==> src/rtl/sym_timing_rec.sv <==
// Early/late-gate symbol timing recovery: picks one on-time sample per OSF-sample period,
// accumulates |late|-|early| over a window and nudges the sampling phase by +/-1.
module sym_timing_rec #(
  parameter int OSF    = 20,
  parameter int WI     = 18,
  parameter int WO     = 16,
  parameter int WIN    = 16,
  parameter int THRESH = 1024,
  parameter int LOCK_N = 4,
  parameter int P_INIT = OSF / 2
) (
  input  logic                   clk,
  input  logic                   rst,
  input  logic signed [WI-1:0]   i_in,
  input  logic signed [WI-1:0]   q_in,
  input  logic                   iq_val_i,
  output logic signed [WO-1:0]   i_sym,
  output logic signed [WO-1:0]   q_sym,
  output logic                   sym_val_o,
  output logic [$clog2(OSF)-1:0] phase_o,
  output logic                   lock_o
);

  localparam int PW  = $clog2(OSF);
  localparam int EW  = WI + 2;
  localparam int AW  = EW + $clog2(WIN);
  localparam int WCW = (WIN > 1) ? $clog2(WIN) : 1;
  localparam int QW  = $clog2(LOCK_N + 1);
  localparam int SH  = WI - WO;

  localparam logic [WI:0]            RND     = (WI+1)'(1) << (SH - 1);
  localparam logic signed [WO-1:0]   SYM_MAX = {1'b0, {(WO-1){1'b1}}};
  localparam logic signed [WO-1:0]   SYM_MIN = {1'b1, {(WO-1){1'b0}}};
  localparam logic signed [AW-1:0]   THR_P   = AW'(THRESH);
  localparam logic signed [AW-1:0]   THR_N   = -THR_P;

  typedef enum logic {SEARCH = 1'b0, LOCKED = 1'b1} state_t;
  state_t state_reg, state_next;

  logic [PW-1:0]        cnt_reg, p_reg, p_next, dec_pt;
  logic signed [WI-1:0] smp [2];
  logic signed [WI-1:0] d1_reg [2];
  logic signed [WI-1:0] d2_reg [2];
  logic signed [WO-1:0] sym_reg [2];
  logic signed [WO-1:0] rnd [2];
  logic                 sym_val_reg;
  logic signed [AW-1:0] acc_reg, acc_sum;
  logic [WCW-1:0]       win_reg;
  logic                 pend_up_reg, pend_dn_reg, skip_reg;
  logic [QW-1:0]        quiet_reg, quiet_inc;
  logic [WI:0]          mag_late, mag_early;
  logic signed [EW-1:0] err;
  logic                 last, hit, dec, win_end, apply, step_up, step_dn;

  // |I|+|Q| without wrap: the most negative input maps to 2^(WI-1)
  function automatic logic [WI:0] mag_f(input logic signed [WI-1:0] a,
                                        input logic signed [WI-1:0] b);
    logic [WI-1:0] aa, ab;
    aa = a[WI-1] ? $unsigned(-a) : $unsigned(a);
    ab = b[WI-1] ? $unsigned(-b) : $unsigned(b);
    return {1'b0, aa} + {1'b0, ab};
  endfunction

  assign smp[0] = i_in;
  assign smp[1] = q_in;

  generate
    for (genvar gi = 0; gi < 2; gi++) begin : g_round
      logic signed [WI:0] biased;
      logic signed [WO:0] trunc;
      assign biased  = {d1_reg[gi][WI-1], d1_reg[gi]} + RND;
      assign trunc   = (WO+1)'(biased >>> SH);
      assign rnd[gi] = (trunc[WO] != trunc[WO-1]) ? (trunc[WO] ? SYM_MIN : SYM_MAX)
                                                  : trunc[WO-1:0];
    end
  endgenerate

  assign mag_late  = mag_f(i_in, q_in);
  assign mag_early = mag_f(d2_reg[0], d2_reg[1]);
  assign err       = $signed({1'b0, mag_late}) - $signed({1'b0, mag_early});
  assign acc_sum   = acc_reg + AW'(err);
  assign step_up   = acc_sum > THR_P;
  assign step_dn   = acc_sum < THR_N;

  assign dec_pt  = (p_reg == PW'(OSF - 1)) ? '0 : p_reg + PW'(1);
  assign last    = (cnt_reg == PW'(OSF - 1));
  assign hit     = iq_val_i && (cnt_reg == dec_pt);
  // A +1 step out of p=OSF-2 moves the decision from the last sample to the very next one;
  // skip_reg suppresses that back-to-back decision so each period yields one symbol.
  assign dec     = hit && !skip_reg;
  assign win_end = dec && (win_reg == WCW'(WIN - 1));
  assign apply   = iq_val_i && last && (pend_up_reg || pend_dn_reg);
  assign quiet_inc = (quiet_reg == QW'(LOCK_N)) ? quiet_reg : quiet_reg + QW'(1);

  always_comb begin
    p_next = p_reg;
    if (apply) begin
      if (pend_up_reg)
        p_next = (p_reg == PW'(OSF - 1)) ? '0 : p_reg + PW'(1);
      else
        p_next = (p_reg == '0) ? PW'(OSF - 1) : p_reg - PW'(1);
    end
  end

  always_ff @(posedge clk or negedge rst) begin
    if (!rst) begin
      cnt_reg     <= '0;
      p_reg       <= PW'(P_INIT);
      acc_reg     <= '0;
      win_reg     <= '0;
      pend_up_reg <= 1'b0;
      pend_dn_reg <= 1'b0;
      skip_reg    <= 1'b0;
      quiet_reg   <= '0;
      sym_val_reg <= 1'b0;
      for (int k = 0; k < 2; k++) begin
        d1_reg[k]  <= '0;
        d2_reg[k]  <= '0;
        sym_reg[k] <= '0;
      end
    end else begin
      sym_val_reg <= dec;
      if (iq_val_i) begin
        cnt_reg <= last ? '0 : cnt_reg + PW'(1);
        p_reg   <= p_next;
        for (int k = 0; k < 2; k++) begin
          d1_reg[k] <= smp[k];
          d2_reg[k] <= d1_reg[k];
        end
      end
      if (dec) begin
        for (int k = 0; k < 2; k++) sym_reg[k] <= rnd[k];
        acc_reg <= win_end ? '0 : acc_sum;
        win_reg <= win_end ? '0 : win_reg + WCW'(1);
      end
      // a window closing on the same cycle a step is applied re-arms the next step
      if (win_end) begin
        pend_up_reg <= step_up;
        pend_dn_reg <= step_dn;
        quiet_reg   <= (step_up || step_dn) ? '0 : quiet_inc;
      end else if (apply) begin
        pend_up_reg <= 1'b0;
        pend_dn_reg <= 1'b0;
      end
      if (apply && pend_up_reg && dec)
        skip_reg <= 1'b1;
      else if (hit && skip_reg)
        skip_reg <= 1'b0;
    end
  end

  always_ff @(posedge clk or negedge rst) begin
    if (!rst) state_reg <= SEARCH;
    else      state_reg <= state_next;
  end

  always_comb begin
    state_next = state_reg;
    if (win_end) begin
      if (step_up || step_dn)
        state_next = SEARCH;
      else if (quiet_inc == QW'(LOCK_N))
        state_next = LOCKED;
    end
  end

  assign i_sym     = sym_reg[0];
  assign q_sym     = sym_reg[1];
  assign sym_val_o = sym_val_reg;
  assign phase_o   = p_reg;
  assign lock_o    = (state_reg == LOCKED);

endmodule

==> config.mk <==
export PLATFORM = sky130hd
export DESIGN_NAME = sym_timing_rec
export DESIGN_NICKNAME = d
export VERILOG_FILES = /design/src/rtl/sym_timing_rec.sv
export SDC_FILE = /design/constraint.sdc
export NUM_CORES = 1
export LEC_CHECK = 0
export ABC_CLOCK_PERIOD_IN_PS = 19050
export CAP_MARGIN = 20
export CORE_MARGIN = 3
export CORE_UTILIZATION = 50
export DETAILED_ROUTE_END_ITERATION = 10
export PLACE_DENSITY = 0.72
export REMOVE_ABC_BUFFERS = 1
export SYNTH_ARGS = -nofsm -noshare
export SYNTH_HDL_FRONTEND = slang
export SYNTH_SLANG_ARGS = --single-unit
==> constraint.sdc <==
create_clock -name clk -period 19.05 [get_ports clk]
set_input_delay 2.8575 -clock clk [delete_from_list [all_inputs] [get_ports clk]]
set_output_delay 2.8575 -clock clk [all_outputs]
set_load 0.1 [all_outputs]
=== Word-level counts from Yosys, hierarchy flattened ===
Index checks and enable logic that the tools add are counted.

* Logic and storage cells: 81
* Register bits after elaboration: 150

* Muxes and demuxes: 23
* Add/sub/neg operators: 15
* Reduce and logical (&&, ||, !) cells: 17
* Equality and inequality tests: 8
* Order comparisons: 2

{| class="wikitable"
|+ Operators by type and width
! kind !! count
|-
| 18-bit 2-to-1 mux || 4
|-
| 18-bit negator || 4
|-
| 16-bit 2-to-1 mux || 4
|-
| 18-bit by 18-bit adder with 19-bit output || 2
|-
| 18-bit by 3-bit adder with 19-bit output, second input constant || 2
|-
| 24-bit by 20-bit adder with 24-bit output || 1
|-
| 24-bit by 12-bit > comparator with 1-bit output, second input constant || 1
|-
| 24-bit by 11-bit < comparator with 1-bit output, second input constant || 1
|-
| 24-bit 2-to-1 mux || 1
|-
| 5-bit 2-to-1 mux || 4
|-
| 19-bit by 19-bit subtractor with 20-bit output || 1
|-
| 5-bit by 1-bit adder with 5-bit output, second input constant || 2
|-
| 5-bit equality test, second input constant || 2
|-
| 1-bit logical AND || 8
|-
| 1-bit 2-to-1 mux || 7
|-
| 3-bit equality test, second input constant || 2
|-
| 3-bit 2-to-1 mux || 2
|-
| 2-bit nonzero test || 3
|-
| 5-bit equality test || 1
|-
| 5-bit zero test || 1
|-
| 5-bit by 1-bit subtractor with 5-bit output, second input constant || 1
|-
| 4-bit by 1-bit adder with 4-bit output, second input constant || 1
|-
| 4-bit equality test, second input constant || 1
|-
| 4-bit 2-to-1 mux || 1
|-
| 5 further kinds || 8
|}

=== Logic depth before layout (Yosys ltp) ===
Gate-level depths: netlist of run 1.

* Word-level depth: 9
* Gate-level depth with buffers: 31

=== Least setup slack after synthesis of run 1 ===
No wires, ideal clock.

* Kind: input port to flip-flop
* Start: in i_in[5]
* End: reg quiet_reg[2]
* Data arrival time: 9.152 ns
* Setup slack: 9.803 ns
* Path buffers: 1
* Required time: 18.954 ns
* Cell stages on the path: 29
* Setup time: 0.096 ns
* Cells stage by stage: or4_1 > or3_1 > or4_1 > o21ai_0 > xnor2_1 > fa_1 > inv_1 > fa_1 > inv_1 > ha_1 > a21o_1 > a21oi_1 > nor2b_1 > a31oi_1 > o21ai_0 > o21a_1 > nor2_1 > xnor2_1 > ha_1 > buf_2 > a21oi_1 > o21ai_1 > or3_1 > o21ai_0 > a211oi_1 > and4bb_1 > nand4_1 > o311a_1 > nor4_2

* Cells in the longest elaborated chain, start to end: 8
* Elaborated cells on any way between the ends: 9
* Classes of those cells: add/sub (4); order compare (2); mux (2); reduce/logical (1)

{| class="wikitable"
|+ Ends and longest elaborated chain
! element !! line !! source
|-
| start: declaration || 14 || <nowiki>input logic signed [WI-1:0] i_in,</nowiki>
|-
| 18-bit negator || 59 || <nowiki>aa = a[WI-1] ? $unsigned(-a) : $unsigned(a);</nowiki>
|-
| 18-bit 2-to-1 mux * || 59 ||
|-
| 18-bit by 18-bit adder with 19-bit output * || 61 || <nowiki>return {1'b0, aa} + {1'b0, ab};</nowiki>
|-
| 19-bit by 19-bit subtractor with 20-bit output * || 80 || <nowiki>assign err = $signed({1'b0, mag_late}) - $signed({1'b0, mag_early});</nowiki>
|-
| 24-bit by 20-bit adder with 24-bit output * || 81 || <nowiki>assign acc_sum = acc_reg + AW'(err);</nowiki>
|-
| 24-bit by 12-bit > comparator with 1-bit output or 24-bit by 11-bit < comparator with 1-bit output (tied branches) || 82, 83 ||
|-
| 1-bit logical OR * || 140 || <nowiki>quiet_reg <= (step_up || step_dn) ? '0 : quiet_inc;</nowiki>
|-
| 3-bit 2-to-1 mux * || 140 ||
|-
| end signal: assignment || 140 ||
|-
| end: declaration || 50 || <nowiki>logic [QW-1:0] quiet_reg, quiet_inc;</nowiki>
|}

Every way passes the cells marked *; elsewhere a longest branch is shown, timed or not.
A chain may end at the register's enable or synchronous reset.

=== Worst setup path in the final report of run 1 ===
Ends and elaborated chain as after synthesis.

==> results.sh, run 1 <==
export IMPL_clkTransAtPathRegs_ps=70
export IMPL_cp_slowest_cell="or4_1"
export IMPL_placed_cell_area_um2=12200
export IMPL_crit_arrival_ps=10250
export IMPL_final_setup_tns_ps=0
export IMPL_layout_drive_gt1_share_pct=11.1
export IMPL_dp_cells=1504
export IMPL_hold_viol=0
export IMPL_grt_use_total_pct=22.5
export IMPL_hpwl_um=19800
export IMPL_critPathLaunch="i_in[5]"
export IMPL_via_per_inst=5.66
export IMPL_num_vias=8698
export IMPL_area_delta_synth_final_pct=14.2
export IMPL_yosys_area_top_type="dfrtp_1"
export IMPL_antenna_found_initial=0
export IMPL_cts_max_level=4
export IMPL_critical_path_max_stage_delay_ps=570
export IMPL_synth_warning_count=0
export IMPL_postSynthCellCount=1188
export IMPL_setup_viol=0
export IMPL_cp_common_cell="o21ai_0"
export IMPL_synth_seq_cells=150
export IMPL_preCtsSetupSlack_ps=8730
export IMPL_n_antenna_cell=0
export IMPL_post_cts_buffers=0
export IMPL_io_pins=78
export IMPL_rsz0062_at_grt="no"
export IMPL_grt_max_degree=79
export IMPL_root_buffer="clkbuf_16"
export IMPL_core_area_um2=21900
export IMPL_critPathCaptureType="flip-flop"
export IMPL_ys_types=70
export IMPL_insertion_delay_ps=440
export IMPL_cts_sinks=150
export IMPL_grt_pass1_vias=8610
export IMPL_die_y_um=156
export IMPL_drt_total_wl_um=26600
export IMPL_grt_ovfl_total=0
export IMPL_die_w_um=156
export IMPL_min_from="acc_reg[0]$_DFFE_PN0P_"
export IMPL_io_buffers=77
export IMPL_syn_cell_area_um2=11200
export IMPL_final_setup_worst_slack_ps=9140
export IMPL_worst_slew_pin_slew_ps=1010
export IMPL_cts_resized=0
export IMPL_relSlewSlack_pct=32.9
export IMPL_synth_edf_count=0
export IMPL_instances_no_fill=1537
export IMPL_synth_yosys_seq_area_share_pct=33.5
export IMPL_required_ps=19390
export IMPL_drt_iter0_drc=524
export IMPL_worstSetupPathType="input port to flip-flop"
export IMPL_critical_path_top_delay_family="simple AND/OR/NAND/NOR gates"
export IMPL_cts_max_path_buffers=2
export IMPL_dieArea_um2=24200
export IMPL_status="finished, final reports clean"
export IMPL_hold_path_class="flip-flop to flip-flop"
export IMPL_synth_ff_type="dfrtp_1"
export IMPL_drt_first_pass_iters=5
export IMPL_post_route_period_util_pct=52.0
export IMPL_min_period_ps=9910
export IMPL_synthArstFlopShare_pct=100
export IMPL_synth_most_common_cell="dfrtp_1"
export IMPL_cts_buffers=17
export IMPL_final_nets=1375
export IMPL_netlist_area_leader_share_pct=33.1
export IMPL_cts_tree="yes"
export IMPL_r2r_start="d2_reg[4]$_DFFE_PN0P_"
export IMPL_slew_viol_final=0
export IMPL_syn_avg_cell_area_um2=9.43
export IMPL_post_route_drc_count=0
export IMPL_critPathBufInv=3
export IMPL_fmax_ghz=0.101
export IMPL_wl_per_cell_um=17.3
export IMPL_synthTopCellsByCount="dfrtp_1 (148), nand2_1 (119), inv_1 (87)"
export IMPL_fin_area_um2=12800
export IMPL_grt_first_pass_wirelength_um=44000
export IMPL_cap_violations=0
export IMPL_fin_skew_ps=16.4
export IMPL_rows=54
export IMPL_hold_buffers=0
export IMPL_synth_area_top_cells="dfrtp_1 (33%), mux2_2 (6.9%), fa_1 (6.6%)"
export IMPL_start_util_pct=51.2
export IMPL_startpoint_type="input port"
export IMPL_critPathMaxFanout=7
export IMPL_gp_congestion=0.901
export IMPL_antenna_left=0
[through the flow]
step                hold WS [ps]  utilization (%)
global route                 502             58.4
CTS                          483             58.4
finish                       479             58.4
floorplan                    445                -
detailed placement           466             55.6
global placement             456             55.6
[layout make-up]
cell class,count,area (µm²)
clock inverter,14,178
multi-input combinational,903,6920
timing repair buffer,84,822
inverter,88,330
tap,280,350
fill,1904,9100
sequential,150,3760
clock buffer,18,439
[cell families after synthesis]
logic type	after synthesis	share of synthesized area, %
compound gates	272	16.1
fa+ha+maj	92	12.8
simple gates	332	14.9
xor+xnor	134	10.7
buf+inv	135	4.77
mux	73	7.29
flops	150	33.5
[tightest hold or removal path, cell delays in order, from the launching register on]
cell     delay [ps]
dfrtp_1         350
nand2_1          50
nand2_1          50
[layout by cell type, fill, tap and decap left out, drive strengths merged, types with 5 or more instances in the layout]
master,synthesis,routed
dfrtp,148,148
nand2,119,119
inv,88,94
clkdlybuf4s50,0,75
a21oi,72,72
xor2,71,71
mux2,69,69
o21ai,68,68
xnor2,63,63
nor2,62,62
ha,55,55
fa,37,37
o31ai,36,36
nand3,28,28
nor3,18,18
clkbuf,33,18
a21o,16,16
or4,15,15
o22a,15,15
nand2b,14,14
and3,14,14
nand4,14,14
nor2b,11,11
o21a,10,10
o41ai,10,10
or3,9,9
buf,14,9
o21bai,8,8
clkinv,0,8
a211o,7,7
a31oi,7,7
nor4,5,5
[path summary, 6_finish.rpt]
| path | slack, ps | end | cells past startpoint |
|---|---|---|---|
| min in group asynchronous | 2430 | acc_reg[1]$_DFFE_PN0P_ | 1 |
| hold reg to reg | 480 | acc_reg[0]$_DFFE_PN0P_ | 2 |
| hold / removal | 480 | acc_reg[0]$_DFFE_PN0P_ | 2 |
| setup reg to reg | 11730 | quiet_reg[2]$_DFFE_PN0P_ | 27 |
| setup / recovery | 9140 | quiet_reg[2]$_DFFE_PN0P_ | 29 |
| max in group asynchronous | 15160 | d1_reg[26]$_DFFE_PN0P_ | 2 |
[routing by layer]
metal / track usage (%) / routed length, µm
met5: 0 / 0
met4: 6.54 / 543
met3: 3.97 / 931
met2: 37.1 / 12800
met1: 30.6 / 12300
Power of run 1 is not shown: default switching activity piles up to over one toggle a cycle in this logic, so the estimate is an artifact.
==> run 2, diff against run 1 <==
--- a/config.mk
+++ b/config.mk
@@ -5,7 +5,7 @@
 export SDC_FILE = /design/constraint.sdc
 export NUM_CORES = 1
 export LEC_CHECK = 0
-export ABC_CLOCK_PERIOD_IN_PS = 19050
+export ABC_CLOCK_PERIOD_IN_PS = 9500
 export CAP_MARGIN = 20
 export CORE_MARGIN = 3
 export CORE_UTILIZATION = 50
==> constraint.sdc (replaced) <==
create_clock -name clk -period 9.5 [get_ports clk]
set_input_delay 1.425 -clock clk [delete_from_list [all_inputs] [get_ports clk]]
set_output_delay 1.425 -clock clk [all_outputs]
set_load 0.1 [all_outputs]
==> run 2 against run 1 <==
Critical path depth is the same. Clock skew shrank 4.9 ps. First-iteration DRC count grew 9.9%. Critical endpoint unchanged.
==> results.sh, run 2 (same netlist as run 1, synthesis figures left out) <==
export IMPL_cp_slowest_cell="or4_1"
export IMPL_via_per_inst=5.68
export IMPL_antenna_found_initial=0
export IMPL_layout_common_cells="dfrtp_1 (148), nand2_1 (119), inv_1 (87), clkdlybuf4s50_1 (75), xor2_1 (70)"
export IMPL_antenna_left=0
export IMPL_n_antenna_cell=0
export IMPL_die_y_um=156
export IMPL_post_route_period_util_pct=89.7
export IMPL_cts_sinks=150
export IMPL_r2r_slack_ps=2140
export IMPL_io_buffers=77
export IMPL_instances_no_fill=1538
export IMPL_cap_violations=0
export IMPL_clkTransAtPathRegs_ps=70
export IMPL_worstSetupPathType="input port to flip-flop"
export IMPL_grt_first_pass_wirelength_um=44400
export IMPL_min_path_cells=2
export IMPL_rsz0062_at_grt="no"
export IMPL_slew_viol_final=0
export IMPL_cts_buffers=17
export IMPL_required_ps=9830
export IMPL_drt_iter0_drc=576
export IMPL_hpwl_um=19900
export IMPL_hold_ws_ps=483
export IMPL_hold_buffers=0
export IMPL_worst_slew_pin_slew_ps=984
export IMPL_dp_cells=1505
export IMPL_io_pins=78
export IMPL_layout_drive_gt1_share_pct=11.0
export IMPL_drt_total_wl_um=26600
export IMPL_setup_viol=0
export IMPL_core_area_um2=21900
export IMPL_grt_ovfl_total=0
export IMPL_grt_use_total_pct=22.6
export IMPL_die_w_um=156
export IMPL_min_period_ps=8520
export IMPL_fmax_ghz=0.117
export IMPL_rows=54
export IMPL_post_cts_buffers=0
export IMPL_gp_congestion=0.900
export IMPL_min_to="acc_reg[0]$_DFFE_PN0P_"
export IMPL_cts_tree="yes"
export IMPL_critical_path_max_stage_delay_ps=570
export IMPL_dieArea_um2=24200
export IMPL_cts_max_path_buffers=2
export IMPL_wl_per_cell_um=17.3
export IMPL_final_setup_tns_ps=0
export IMPL_critPathCaptureType="flip-flop"
export IMPL_start_util_pct=51.2
export IMPL_startpoint_type="input port"
export IMPL_critPathMaxFanout=7
export IMPL_layout_commonest_cell="dfrtp_1"
export IMPL_root_buffer="clkbuf_16"
export IMPL_crit_arrival_ps=8850
export IMPL_num_vias=8738
export IMPL_relSlewSlack_pct=34.2
export IMPL_rr_worst_depth=27
export IMPL_post_route_drc_count=0
export IMPL_r2r_end="quiet_reg[2]$_DFFE_PN0P_"
export IMPL_hold_path_class="flip-flop to flip-flop"
export IMPL_insertion_delay_ps=430
export IMPL_area_delta_synth_final_pct=14.0
export IMPL_drt_first_pass_iters=5
export IMPL_status="finished, final reports clean"
export IMPL_grt_max_degree=79
export IMPL_min_from="acc_reg[0]$_DFFE_PN0P_"
export IMPL_cts_max_level=4
export IMPL_grt_pass1_vias=8688
export IMPL_r2r_start="d2_reg[4]$_DFFE_PN0P_"
export IMPL_cts_resized=0
export IMPL_fin_skew_ps=11.5
export IMPL_hold_viol=0
export IMPL_final_nets=1376
## run 2: changes by cell type in the layout (fill, tap and decap cells not counted), sizes merged
cell      before  now
buf            9   10
inv           94   95
clkinvlp       0    1
clkinv         8    5
bufinv         0    1
## run 2: worst max-delay path by stage
| stage | to | from |
|---|---|---|
| after floorplan | quiet_reg[2]$_DFFE_PN0P_ | i_in[5] |
| after global placement | quiet_reg[2]$_DFFE_PN0P_ | i_in[5] |
| after detailed placement | quiet_reg[2]$_DFFE_PN0P_ | i_in[5] |
| after CTS | quiet_reg[2]$_DFFE_PN0P_ | i_in[5] |
| after global routing | quiet_reg[2]$_DFFE_PN0P_ | i_in[5] |
| final | quiet_reg[2]$_DFFE_PN0P_ | i_in[5] |
## run 2: cell type report
class                      instances  area, µm²
inverter                          88        330
fill                            1894       9120
sequential                       150       3760
timing repair buffer              85        830
clock buffer                      18        429
multi-input combinational        903       6920
clock inverter                    14        161
tap                              280        350
## run 2: worst max-delay path, delay by kind of cell
family,cells,cell delay (ps)
compound gates,9,1960
xor+xnor,2,190
simple gates,11,2910
buf+inv,3,570
fa+ha+maj,4,1800
## run 2: per-layer routing
metal | GRT usage [%] | vias up | part of all wire, %
met5 | 0 | - | 0
met4 | 6.50 | 0 | 2.4
met3 | 4.30 | 42 | 4.2
met2 | 37.0 | 206 | 48
met1 | 31.0 | 4202 | 46
li1 | - | 4288 | -
## run 2: stage by stage
stage	util, %	area (µm²)	setup WS (ps)
2_1_floorplan	-	11000	1730
3_3_place_gp	55.6	12200	735
3_5_place_dp	55.6	12200	638
4_1_cts	58.3	12800	1070
5_1_grt	58.4	12800	453
6_report	58.4	12800	982
Power of run 2 is left out for the same reason.
==> patch 1 (config.mk and constraints of run 2) <==
One comparison of `cnt_reg` changes from == to >=.
--- a/src/rtl/sym_timing_rec.sv
+++ b/src/rtl/sym_timing_rec.sv
@@ -83,7 +83,7 @@
   assign step_dn   = acc_sum < THR_N;
 
   assign dec_pt  = (p_reg == PW'(OSF - 1)) ? '0 : p_reg + PW'(1);
-  assign last    = (cnt_reg == PW'(OSF - 1));
+  assign last    = (cnt_reg >= PW'(OSF - 1));
   assign hit     = iq_val_i && (cnt_reg == dec_pt);
   // A +1 step out of p=OSF-2 moves the decision from the last sample to the very next one;
   // skip_reg suppresses that back-to-back decision so each period yields one symbol.
Check against the original RTL: no difference found for any inputs over 10 cycles, from zero or initial values and one cycle with rst low; that may be too few to reach the edited logic, so the function may still have changed.
==> patch 1 against run 2 <==
Area after synthesis up 4.4%; setup slack worse by 0.59 ns; final area increased by 4.2%; sequential cell count is the same; clock skew up 0.00059 ns; non-clock buffer count grew 6; maximum frequency shrank 6.5%; routed wire length up 9.0%; utilization decreased by 0.12 points; critical endpoint is now pend_dn_reg$_DFFE_PN0P_; highest routed layer unchanged.
Power is left out: the tool's default activity adds up to more than one toggle a clock period on the data nets, which glitch-free logic cannot reach.
==> patch 1: results (changes against run 2) <==
** Synth
- The count of cell types in the netlist came to 83 (+19%).
- Top cells by area in the synthesized netlist :: sky130_fd_sc_hd__dfrtp_1, sky130_fd_sc_hd__mux2_2, sky130_fd_sc_hd__fa_1
- Post-synth top cells :: sky130_fd_sc_hd__dfrtp_1, sky130_fd_sc_hd__nand2_1, sky130_fd_sc_hd__inv_1
- Synthesis warning total :: 0 (unchanged)
- The synthesized area per cell came to 9.190 sq um (-2.6%).
- The sequential fraction of the synthesis area is 0.3211 (-0.01412).
- Post-synthesis async set-or-reset flop share :: 1.000 (unchanged)

** Layout
- The final-stage net count came to 1457 (+5.9%).
- The number of antenna diodes came to 0 (unchanged).
- Proportion of layout cells with a drive suffix above 1 :: 0.1024 (-0.008101)

** Routing
- Final routed wire length divided by cell count :: 17.56 microns (+1.6%)
- The detailed route wirelength on metal2 was 14020 microns (+10%).
- M1 WL :: 12830 microns (+6.0%)
- The number of violations reported at the end of detailed-routing iteration 0 came to 573 (-0.52%).
- Met3 WL :: 1433 microns (+27%)
- Post-detailed-route via-to-cell ratio :: 5.929 (+4.3%)
- The vias after detailed routing is 9788 (+12%).
- Topmost layer with routed signal wires :: met4
- The number of iterations in the first detailed-routing pass was 5 (unchanged).

** Timing
- The relative slew slack is 0.3069 (-0.03526).
- Clock Skews :: 0.01209 ns (+0.0005944 ns)

** Placed design
- The count of input and output buffers came to 77 (unchanged).
- The routability congestion estimate from global placement came to 0.9432 (+4.8%).
- The total instance count after detailed placement was 1618 (+7.5%).
- The final HPWL from detailed placement was 21710 microns (+8.9%).

** Global route
- The via count of the first global-routing pass came to 9571 (+10%).
- First-pass GRT wire length :: 48730 microns (+9.9%)
- The total routing usage reported by global routing was 0.2324 (+0.006178).
- The maximum number of pins on one net before global-route repair was 86 (+8.9%).
- The number of antenna violations at the first check in global routing came to 0 (unchanged).

** CTS
- The clock latency of the later-clocked register in the worst-skew pair came to 0.43 ns (about the same).
- The maximum root-to-sink buffer count was 2 (unchanged).
- Number of CTS-inserted buffers :: 17 (unchanged)
- The clock-pin transition on the worst setup and hold timing paths was 0.07 ns (about the same).
- Maximum level of the CTS H-tree :: 4 (unchanged)
- The tree is rooted in a sky130_fd_sc_hd__clkbuf_16.

** Setup path
- For this design, the slowest cell found on the critical path is sky130_fd_sc_hd__or4b_2.
- The maximum fanout along the worst path is 5 (-2).
- Arrival @ worst endpoint :: 9.42 ns (+0.57 ns)
- Slowest stage delay, CP :: 0.63 ns (+0.06 ns)

** Outcome
- The run finished with clean final reports.

** Min path
- In this run the worst hold path is classified as reg -> reg.
==> patch 1: changes by cell type after synthesis, sizes merged, moves of 6 or more <==
cell and delta:
o22a +16, xnor2 -9, xor2 -6, a21o -6, nor4 +6, inv +6, clkbuf +10, nand3 +20
o21ai +11, o41ai +8, o31ai -8, a21oi -19
==> patch 1: final cells by class <==
| type | count | area [sq um] |
|---|---|---|
| clock buffer | 17 | 425.4 |
| clock inverter | 14 | 162.7 |
| fill | 2041 | 9542 |
| inverter | 94 | 352.8 |
| multi-input combinational | 972 | 7342 |
| sequential | 150 | 3756 |
| tap | 313 | 391.6 |
| timing repair buffer | 91 | 874.6 |
==> patch 1: worst paths after layout <==
kind                                         start                       to  slack [ns]  depth (start not counted)
min reg2reg                acc_reg[15]$_DFFE_PN0P_  acc_reg[15]$_DFFE_PN0P_        0.48                          2
max                                        i_in[6]  pend_dn_reg$_DFFE_PN0P_        0.39                         29
min                        acc_reg[15]$_DFFE_PN0P_  acc_reg[15]$_DFFE_PN0P_        0.48                          2
min in group asynchronous                      rst     i_sym[2]$_DFFE_PN0P_        1.00                          1
max reg2reg                  d2_reg[6]$_DFFE_PN0P_  pend_dn_reg$_DFFE_PN0P_        1.53                         27
max in group asynchronous                      rst   d1_reg[12]$_DFFE_PN0P_        7.03                          2
==> patch 1: metal layers <==
metal | up-vias | GRT usage
met4 | 0 | 0.07441
li1 | 4681 | -
met2 | 297 | 0.3895
met1 | 4751 | 0.3125
met3 | 59 | 0.03486
met5 | - | 0
==> patch 1: cells by family after synthesis <==
logic type / share of synthesized area
fa+ha+maj: 0.1221
simple gates: 0.1641
buf+inv: 0.05187
mux: 0.07144
compound gates: 0.1803
flops: 0.3211
xor+xnor: 0.08909
==> patch 1: critical path, delay by kind of cell <==
family	cells	cell delay (ns)
AND/OR/NAND/NOR	11	3.39
adder cells (fa/ha/maj)	4	1.63
AO/OA/AOI/OAI	8	1.99
buffers and inverters	4	0.70
XOR/XNOR	2	0.27
==> patch 1: timing repair <==
| action | in CTS | in global routing |
|---|---|---|
| setup endpoints to repair | 0 | 4 |
| buffers inserted | 0 | 0 |
| gates resized for setup | 0 | 1 |
| endpoints found under the hold margin | 0 | 0 |
==> patch 1: metrics by stage <==
stage / setup WS, ns / area [sq um]
finish: 0.3867 / 13310
global route: 0.00006395 / 13310
CTS: 0.4022 / 13280
detailed placement: -0.01710 / 12700
global placement: 0.1682 / 12700
floorplan: 0.9083 / 11440
==> patch 2 (config.mk and constraints of run 2) <==
Without the edit above. Change the parameter `LOCK_N` from 4 to 8.
--- a/src/rtl/sym_timing_rec.sv
+++ b/src/rtl/sym_timing_rec.sv
@@ -6,7 +6,7 @@
   parameter int WO     = 16,
   parameter int WIN    = 16,
   parameter int THRESH = 1024,
-  parameter int LOCK_N = 4,
+  parameter int LOCK_N = 8,
   parameter int P_INIT = OSF / 2
 ) (
   input  logic                   clk,
Formal check against the unedited RTL: same outputs for any inputs over 10 cycles, from zero or initial values and one cycle with rst low; that may be too few to reach the edited logic, so the function may still have changed.
==> patch 2 against run 2 <==
Highest routed layer unchanged; area after synthesis about the same; maximum frequency decreased by 0.95%; utilization increased by 0.29 points; setup slack got worse by 0.082 ns; critical endpoint is now lock_o$_DFFE_PN0P_; sequential cell count increased by 1; final area increased by 0.50%; routed wire length increased by 1.1%; clock skew increased by 0.0042 ns; hold slack got worse by 0.0043 ns; count of clock-buffer cells in the layout unchanged; sequential share of layout area about the same.
Power is left out: the tool's default activity adds up to more than one toggle a clock period on the data nets, which glitch-free logic cannot reach.
==> patch 2: results (changes against run 2) <==
** Routing
- First-pass detailed-route iteration total :: 5 (unchanged)
- The vias after detailed routing was 8949 (+2.4%).
- The number of violations reported at the end of detailed-routing iteration 0 came to 558 (-3.1%).
- The post-detailed-routing wire length was 26880 microns (+1.1%).

** Min path
- The worst hold path terminates at d2_reg[18]$_DFFE_PN0P_.
- Worst Hold Path Cells :: 2 (unchanged)
- In this run the most critical hold path is launched from d1_reg[18]$_DFFE_PN0P_.
- In this run the worst hold path is classified as reg -> reg.

** Synth
- Post-synthesis async set-or-reset flop share :: 1.000 (unchanged)
- In the synthesized netlist, the cells that appear most often are sky130_fd_sc_hd__dfrtp_1, sky130_fd_sc_hd__nand2_1, sky130_fd_sc_hd__inv_1.
- Sorting the synthesized cells by area gives the leading types as sky130_fd_sc_hd__dfrtp_1, sky130_fd_sc_hd__mux2_2, sky130_fd_sc_hd__fa_1.
- Library cells used by synthesis :: 68 (-2.9%)
- Mean area per synthesized cell :: 9.369 sq um (-0.67%)
- The count of warnings emitted by yosys came to 0 (unchanged).
- The sequential fraction of the synthesis area came to 0.3377 (+0.002535).

** Global route
- The global-route wire length before repair is 45080 microns (+1.6%).
- Aggregate global-route resource usage :: 0.2287 (+0.002476)
- The maximum number of pins on one net before global-route repair is 77 (-2.5%).
- Antenna violations before repair :: 0 (unchanged)

** Setup path
- Crit-path slowest cell :: sky130_fd_sc_hd__or4_1
- Slowest stage delay, CP :: 0.63 ns (+0.06 ns)
- Arrival @ worst endpoint :: 8.90 ns (+0.05 ns)
- The register-to-register setup slack is 2.05 ns (-0.09 ns).
- Worst-case reg-to-reg path depth :: 28 (+3.7%)
- The startpoint identified for the worst register-to-register timing path is d2_reg[17]$_DFFE_PN0P_.
- The worst register-to-register path ends at lock_o$_DFFE_PN0P_.
- Largest fanout on the critical path :: 7 (unchanged)
- Broken down by cell family, the worst path's largest delay share belongs to simple AND/OR/NAND/NOR gates.

** Timing
- The relative slew slack is 0.3345 (-0.007588).
- Clock Skews :: 0.01567 ns (+0.004179 ns)

** CTS
- Worst-case clock buffer depth :: 2 (unchanged)
- Root cell of the clock tree :: sky130_fd_sc_hd__clkbuf_16
- Insertion delay to the later sink of the worst-skew pair :: ~0.44 ns
- Reg clk slew, reported paths :: 0.07 ns (about the same)
- Resized cells post-CTS :: 0 (unchanged)
- The number of buffers created by CTS came to 17 (unchanged).
- Maximum level of the CTS H-tree :: 4 (unchanged)
- Number of setup buffers added after CTS :: 0 (unchanged)

** Placed design
- The final HPWL from detailed placement is 20200 microns (+1.3%).
- The placed cell area was 12190 sq um (+0.13%).
- The count of input and output buffers is 77 (unchanged).
- The routability congestion estimate from global placement came to 0.9465 (+5.2%).

** Outcome
- Run status :: finished clean

** Layout
- Number of antenna diodes :: 0 (unchanged)
- The final-stage net count was 1388 (+0.87%).
- From synthesis to final layout, the design area changed by 14.67%.
- Count of filler cells inserted in the layout :: 1908 (+0.74%)
- The share of final-layout standard cells stronger than drive strength 1 came to 0.1000 (-0.01049).
[patch 2: area by class of cell]
cell class              count  area share
clock buffers              18     0.03421
clock inverters            14     0.01335
flip-flops and latches    151      0.2945
inverters                  92     0.02690
well taps                 280     0.02729
repair buffers             85     0.06617
multi-input cells         910      0.5376
[patch 2: how the worst max path moves through the flow]
stage | startpoint | end | slack [ns] | cells past startpoint
detailed placement | i_in[5] | quiet_reg[1]$_DFFE_PN0P_ | 0.47 | 27
global route | i_in[3] | quiet_reg[1]$_DFFE_PN0P_ | 0.19 | 27
floorplan | i_in[5] | quiet_reg[1]$_DFFE_PN0P_ | 1.69 | 26
CTS | i_in[5] | quiet_reg[1]$_DFFE_PN0P_ | 0.94 | 27
finish | i_in[5] | lock_o$_DFFE_PN0P_ | 0.90 | 27
global placement | i_in[5] | quiet_reg[1]$_DFFE_PN0P_ | 0.66 | 27
[patch 2: logic make-up after synthesis]
kind of cell    after synthesis  synth area share
mux                          72           0.07264
flops                       151            0.3377
buf+inv                     134           0.04582
xor+xnor                    128            0.1008
fa+ha+maj                    92            0.1276
compound gates              277            0.1659
simple gates                341            0.1495
[patch 2: through the flow]
stage	instances	hold WS [ns]	worst slack, ns
2_1_floorplan	1153	0.4481	1.693
5_1_grt	1550	0.5127	0.1893
4_1_cts	1548	0.4821	0.9374
3_5_place_dp	1516	0.4672	0.4683
3_3_place_gp	1516	0.4604	0.6576
6_report	1550	0.4788	0.8997
[patch 2: metal layers]
metal	global-route usage	vias to the layer above	wire, microns	share of wire
li1	-	4355	-	-
met1	0.3054	4367	12090	0.45
met2	0.3872	192	13250	0.49
met3	0.03994	35	1060	0.039
met4	0.06169	0	481	0.018
met5	0	-	0	0
